==> config.mk <==
export PLATFORM = sky130hd
export DESIGN_NAME = muldiv_unit
export DESIGN_NICKNAME = d
export VERILOG_FILES = /design/src/rtl/muldiv_unit.sv
export SDC_FILE = /design/constraint.sdc
export NUM_CORES = 1
export LEC_CHECK = 0
export ABC_AREA = 0
export BUFFER_PORTS_ARGS = -buffer_cell sky130_fd_sc_hd__buf_2
export CORE_MARGIN = 5
export CORE_UTILIZATION = 62
export DETAILED_ROUTE_END_ITERATION = 16
export PLACE_DENSITY_LB_ADDON = 0.3
export SLEW_MARGIN = 5
export SYNTH_ARGS = -nofsm -noshare
export SYNTH_HDL_FRONTEND = slang
export SYNTH_SLANG_ARGS = --single-unit
==> constraint.sdc <==
create_clock -name clk -period 3.7 [get_ports clk]
set_input_delay 1.11 -clock clk [delete_from_list [all_inputs] [get_ports clk]]
set_output_delay 1.11 -clock clk [all_outputs]
set_load 0.01 [all_outputs]
==> src/rtl/muldiv_unit.sv <==
// muldiv_unit: iterative RV32M multiply/divide unit in the execute stage.
// It computes one product or quotient bit per cycle. Every operation takes
// exactly 34 cycles from start to return to IDLE, including divide-by-zero
// and signed overflow.
//
// Handshake: start is sampled only in IDLE and is dropped when kill is
// asserted in the same cycle. busy is high from the edge that accepts start
// up to and including the done cycle. done pulses for one cycle, and MD_out
// is valid while it is high. MD_out holds its value until the next
// completion. kill returns the unit to IDLE at the next edge, produces no
// done pulse and leaves MD_out unchanged.
module muldiv_unit #(
    parameter int XLEN = 32
) (
    input  logic            clk,
    input  logic            rst_n,
    input  logic            start,
    input  logic [2:0]      MDSel,
    input  logic [XLEN-1:0] Data_A,
    input  logic [XLEN-1:0] Data_B,
    input  logic            kill,
    output logic            busy,
    output logic            done,
    output logic [XLEN-1:0] MD_out
);

    typedef enum logic [1:0] {
        S_IDLE  = 2'd0,
        S_CALC  = 2'd1,
        S_FIXUP = 2'd2,
        S_DONE  = 2'd3
    } state_t;

    state_t            state_q, state_d;
    logic [4:0]        cnt_q;
    logic [2:0]        op_q;
    logic [XLEN-1:0]   a_raw_q, b_raw_q;
    logic [XLEN-1:0]   a_mag_q, b_mag_q;
    logic              neg_q;
    // Multiply: {partial product, remaining multiplier bits}.
    // Divide: low half holds the dividend bits, which are shifted out while
    // quotient bits are shifted in.
    logic [2*XLEN-1:0] acc_q;
    logic [XLEN-1:0]   rem_q;

    // Operand preparation at capture
    logic              a_signed, b_signed, a_neg, b_neg, capture;
    logic [XLEN-1:0]   a_mag, b_mag;

    // Per-iteration datapath
    logic [XLEN:0]     mul_sum;
    logic [2*XLEN-1:0] mul_next;
    logic [XLEN:0]     div_shift;   // 33-bit working partial remainder
    logic              div_ge;
    logic [XLEN-1:0]   rem_next;
    logic [XLEN-1:0]   q_next;

    // Fixup results
    logic [2*XLEN-1:0] prod_fix;
    logic [XLEN-1:0]   quo_fix, rem_fix, fix_res;
    logic              div_by_zero, sgn_ovf;

    // Decode operand signedness and magnitudes from the live inputs
    always_comb begin
        a_signed = (MDSel == 3'b001) || (MDSel == 3'b010) ||
                   (MDSel == 3'b100) || (MDSel == 3'b110);
        b_signed = (MDSel == 3'b001) || (MDSel == 3'b100) || (MDSel == 3'b110);
        a_neg    = a_signed && Data_A[XLEN-1];
        b_neg    = b_signed && Data_B[XLEN-1];
        a_mag    = a_neg ? (~Data_A + 1'b1) : Data_A;
        b_mag    = b_neg ? (~Data_B + 1'b1) : Data_B;
        capture  = (state_q == S_IDLE) && start && !kill;
    end

    // One shift-add step (LSB first) and one restoring-divide step (MSB first)
    always_comb begin
        mul_sum   = {1'b0, acc_q[2*XLEN-1:XLEN]} +
                    (acc_q[0] ? {1'b0, a_mag_q} : {(XLEN+1){1'b0}});
        mul_next  = {mul_sum, acc_q[XLEN-1:1]};
        div_shift = {rem_q, acc_q[XLEN-1]};
        div_ge    = (div_shift >= {1'b0, b_mag_q});
        rem_next  = div_ge ? XLEN'(div_shift - {1'b0, b_mag_q})
                           : div_shift[XLEN-1:0];
        q_next    = {acc_q[XLEN-2:0], div_ge};
    end

    // Sign correction and the special cases that override the iterated result
    always_comb begin
        prod_fix    = neg_q ? (~acc_q + 1'b1) : acc_q;
        quo_fix     = neg_q ? (~acc_q[XLEN-1:0] + 1'b1) : acc_q[XLEN-1:0];
        rem_fix     = neg_q ? (~rem_q + 1'b1) : rem_q;
        div_by_zero = (b_mag_q == '0);
        sgn_ovf     = !op_q[0] && (a_raw_q == {1'b1, {(XLEN-1){1'b0}}}) &&
                      (b_raw_q == {XLEN{1'b1}});
        fix_res     = '0;
        if (!op_q[2]) begin
            fix_res = (op_q[1:0] == 2'b00) ? prod_fix[XLEN-1:0]
                                           : prod_fix[2*XLEN-1:XLEN];
        end else if (!op_q[1]) begin
            if (div_by_zero)  fix_res = {XLEN{1'b1}};
            else if (sgn_ovf) fix_res = {1'b1, {(XLEN-1){1'b0}}};
            else              fix_res = quo_fix;
        end else begin
            if (div_by_zero)  fix_res = a_raw_q;
            else if (sgn_ovf) fix_res = '0;
            else              fix_res = rem_fix;
        end
    end

    // Next-state logic; kill aborts from any non-IDLE state
    always_comb begin
        state_d = state_q;
        case (state_q)
            S_IDLE:  if (start && !kill) state_d = S_CALC;
            S_CALC:  if (kill) state_d = S_IDLE;
                     else if (cnt_q == 5'd31) state_d = S_FIXUP;
            S_FIXUP: state_d = kill ? S_IDLE : S_DONE;
            S_DONE:  state_d = S_IDLE;
            default: state_d = S_IDLE;
        endcase
    end

    // State register with registered busy/done status
    always_ff @(posedge clk or negedge rst_n) begin
        if (!rst_n) begin
            state_q <= S_IDLE;
            busy    <= 1'b0;
            done    <= 1'b0;
        end else begin
            state_q <= state_d;
            busy    <= (state_d != S_IDLE);
            done    <= (state_d == S_DONE);
        end
    end

    // Operand capture, iteration datapath and result register
    always_ff @(posedge clk or negedge rst_n) begin
        if (!rst_n) begin
            cnt_q   <= '0;
            op_q    <= '0;
            a_raw_q <= '0;
            b_raw_q <= '0;
            a_mag_q <= '0;
            b_mag_q <= '0;
            neg_q   <= 1'b0;
            acc_q   <= '0;
            rem_q   <= '0;
            MD_out  <= '0;
        end else begin
            if (capture) begin
                cnt_q   <= '0;
                op_q    <= MDSel;
                a_raw_q <= Data_A;
                b_raw_q <= Data_B;
                a_mag_q <= a_mag;
                b_mag_q <= b_mag;
                neg_q   <= (MDSel[2] && MDSel[1]) ? a_neg : (a_neg ^ b_neg);
                acc_q   <= MDSel[2] ? {{XLEN{1'b0}}, a_mag} : {{XLEN{1'b0}}, b_mag};
                rem_q   <= '0;
            end else if (state_q == S_CALC && !kill) begin
                cnt_q <= cnt_q + 5'd1;
                if (!op_q[2]) begin
                    acc_q <= mul_next;
                end else begin
                    acc_q <= {acc_q[2*XLEN-1:XLEN], q_next};
                    rem_q <= rem_next;
                end
            end
            if (state_q == S_FIXUP && !kill) begin
                MD_out <= fix_res;
            end
        end
    end

endmodule

==> run summary <==
Final Util -> 70.71%
Worst EP required -> 4190 ps
H-tree depth -> 1
fraction of layout cells with a size suffix above 1 -> 11.97%
skew final -> 20.78 ps
Post-CTS Hold Fix Bufs -> 0
die width -> 185.5 microns
Post-Synth Simple-Gate Area -> 20.54%
Tcrit/Tclk final -> 99.20%
Final Hold Slack -> 478.2 ps
CTS tree -> done
peak supply drop -> 0.0004424 V
DP Wirelength -> 54610 microns
chip height -> 185.5 microns
placed cell count -> 2822
adder-cell share of the synthesized area -> 4.797%
Tot Pwr -> 11.70 mW
Clock transition at path regs -> 60 ps
crit-path max FO -> 6
final setup TNS -> 0 ps
vias after detailed routing -> 19508
RePlAce Congestion -> 1.055
Top Ports -> 105
Final Hold Viols -> 0
XOR/XNOR share of the synthesized area -> 9.541%
Skew-Pair Late Insertion Delay -> 600 ps
fin crit period -> 3671 ps
total CTS buffers -> 31
fmax -> 272.4 MHz
critical setup path kind -> reg2reg
drt wl/cell -> 24.85 microns
endpoints failing setup -> 0
unique cell type count in the Yosys netlist -> 74
FF-to-FF End -> MD_out[23]
Fillers -> 2488
Antenna diodes -> 0
Nets -> 2602
reg2reg start -> rem_q[0]
Seq cells post-synth -> 267
area grow syn2layout -> 12.99%
vias in the first global route -> 18003
grt total ovfl -> 0
syn_nets -> 2515
Synth Cell Area -> 19090 sq um
Worst-Margin Slew -> 887.2 ps
CP arrival -> 4160 ps
Post-Layout Cell Count -> 2877
outcome -> finished, final reports clean
Buffers on Ports -> 104
max incr delay on CP -> 540 ps
Root Driver -> clkbuf_16
core footprint -> 30510 sq um
Hold Crit Class -> reg2reg
Most used DFF post-synth -> dfrtp_1
Via density -> 6.781
Die Footprint -> 34400 sq um
first-pass GRT wire length -> 108600 microns
initial DRC count -> 2696
Hold Path End -> b_raw_q[15]
Ys Warns -> 0
register area share after synthesis -> 34.99%
clock buffer depth -> 3
Max Slew Vio Count -> 0
crit path launch type -> register
max_cap viols -> 0
Hold Path Depth -> 2
Cell Rows -> 64
Slew HR -> 40.86%
HP Start -> b_raw_q[15]
crit end category -> register
Compound-Gate Fraction of Synth Area -> 23.16%
final wirelength -> 71500 microns
static leakage -> 10.03 nW
Routed Antenna Nets -> 0
r2r setup slk -> 30 ps
CP most frequent cell -> or3_1
Starting Density -> 62.58%
worst r2r path cells -> 9
Clock Sinks -> 267
Residual DRC -> 0
GRT Total Usage -> 41.05%
Synth Instances -> 2372
Pwr Density -> 542.1 nW/um^2
main combinational cell family by area after synthesis -> compound AO/OA/AOI/OAI gates
EDFF count, synth -> 0
mux cell area share after synthesis -> 2.621%
syn avg cell area -> 8.049 sq um
largest net degree at the start of global routing -> 101
drt pass-1 iters -> 9
CP max stage cell -> or4_4
asr flop ratio synth -> 100.0%
antenna violations before repair -> 2
Critical Path, Cell by Cell -> or3_1 -> or4_4 -> or3_4 -> or3_1 -> o31a_1 -> xnor2_1 -> o311ai_1 -> nand3_1 -> o2111ai_1
-- through the flow --
step                area, sq um  setup WS, ps
finish                    21570         29.42
global route              21570        -27.69
CTS                       21540         96.47
detailed placement        20480        -2.493
global placement          20480         39.08
floorplan                 19090         317.6
-- worst max-delay path by stage --
stage / start / end / slack, ps
floorplan: acc_q[0] / acc_q[57] / 320
detailed placement: rem_q[0] / MD_out[31] / -2
finish: rem_q[0] / MD_out[23] / 30
global placement: rem_q[0] / MD_out[31] / 40
CTS: rem_q[0] / MD_out[29] / 100
global route: acc_q[13] / MD_out[13] / -30
-- worst max-delay path: cells and delay by family (launching register included) --
family	cells	cell delay (ps)
compound gates	3	890
xor+xnor	1	140
flops	1	480
simple gates	5	2060
-- power by group --
| group | switching, mW | internal (mW) | total (mW) |
|---|---|---|---|
| combinational | 2.68 | 1.58 | 4.26 |
| clock | 1.31 | 1.92 | 3.23 |
| sequential | 0.764 | 3.44 | 4.20 |
-- final cells by class --
class	count	area [sq um]	area share (%)
multi-input cells	1886	11640	53.98
flip-flops and latches	267	6684	30.98
repair buffers	207	1441	6.681
clock buffers	43	910.9	4.222
well taps	396	495.5	2.297
inverters	66	247.7	1.148
clock inverters	12	150.1	0.6959
-- repair_timing --
action | in CTS | in global routing
resized for setup | 2 | 7
buffers inserted | 0 | 0
pin swaps | 0 | 1
endpoints found under the setup margin | 2 | 19
-- Yosys cell counts, drive strengths merged (45+ instances only) --
library cell,n,area share [%]
nand3,106,2.8
xnor2,104,4.8
o21ai,261,6.8
nor2,119,2.3
clkbuf,137,2.7
nand2,407,8.0
xor2,104,4.8
a21o,45,1.8
ha,70,4.6
dfrtp,267,35
a21oi,155,4.1
inv,66,1.3
-- layout by cell type, fill, tap and decap left out, types with 19 or more instances in the layout --
cell type and n:
nand2b_1 22, a211oi_1 19, clkbuf_16 31, buf_4 92, inv_1 66, nor2_1 118
buf_2 103, o211ai_1 32, xnor2_1 104, o21ai_0 258, and2_1 38, a21oi_1 153
a21o_1 45, nand3_1 106, nor3_1 30, o31ai_1 35, o311ai_0 26, ha_1 70
or3_1 24, mux2i_1 41, nor4_1 28, nand2_1 406, dfrtp_1 265, xor2_1 104
-- kinds of logic (layout without fill, tap and decap cells) --
logic type | count (synthesis) | in the layout
mux | 49 | 49
flops | 267 | 267
compound gates | 704 | 704
xor+xnor | 208 | 208
buf+inv | 219 | 328
simple gates | 853 | 853
fa+ha+maj | 72 | 72
-- flip-flops by register name, indices dropped and copies added (netlist names) --
signal	cells
MD_out	32
a_mag_q	31
done	1
b_raw_q	32
neg_q	1
op_q	3
rem_q	32
b_mag_q	31
cnt_q	5
acc_q	64
a_raw_q	32
busy	1
state_q	2
-- routing by layer --
| metal | wire, microns | part of all wire [%] | up-vias | global-route usage [%] |
|---|---|---|---|---|
| met4 | 4869 | 6.8 | 4 | 20.70 |
| met3 | 8430 | 12 | 268 | 8.638 |
| met5 | 27 | 0.038 | - | 0 |
| met2 | 29980 | 42 | 1315 | 60.50 |
| met1 | 28200 | 39 | 9262 | 57.51 |
| li1 | - | - | 8659 | - |
No activity file was read; power rests on OpenSTA's default activity.
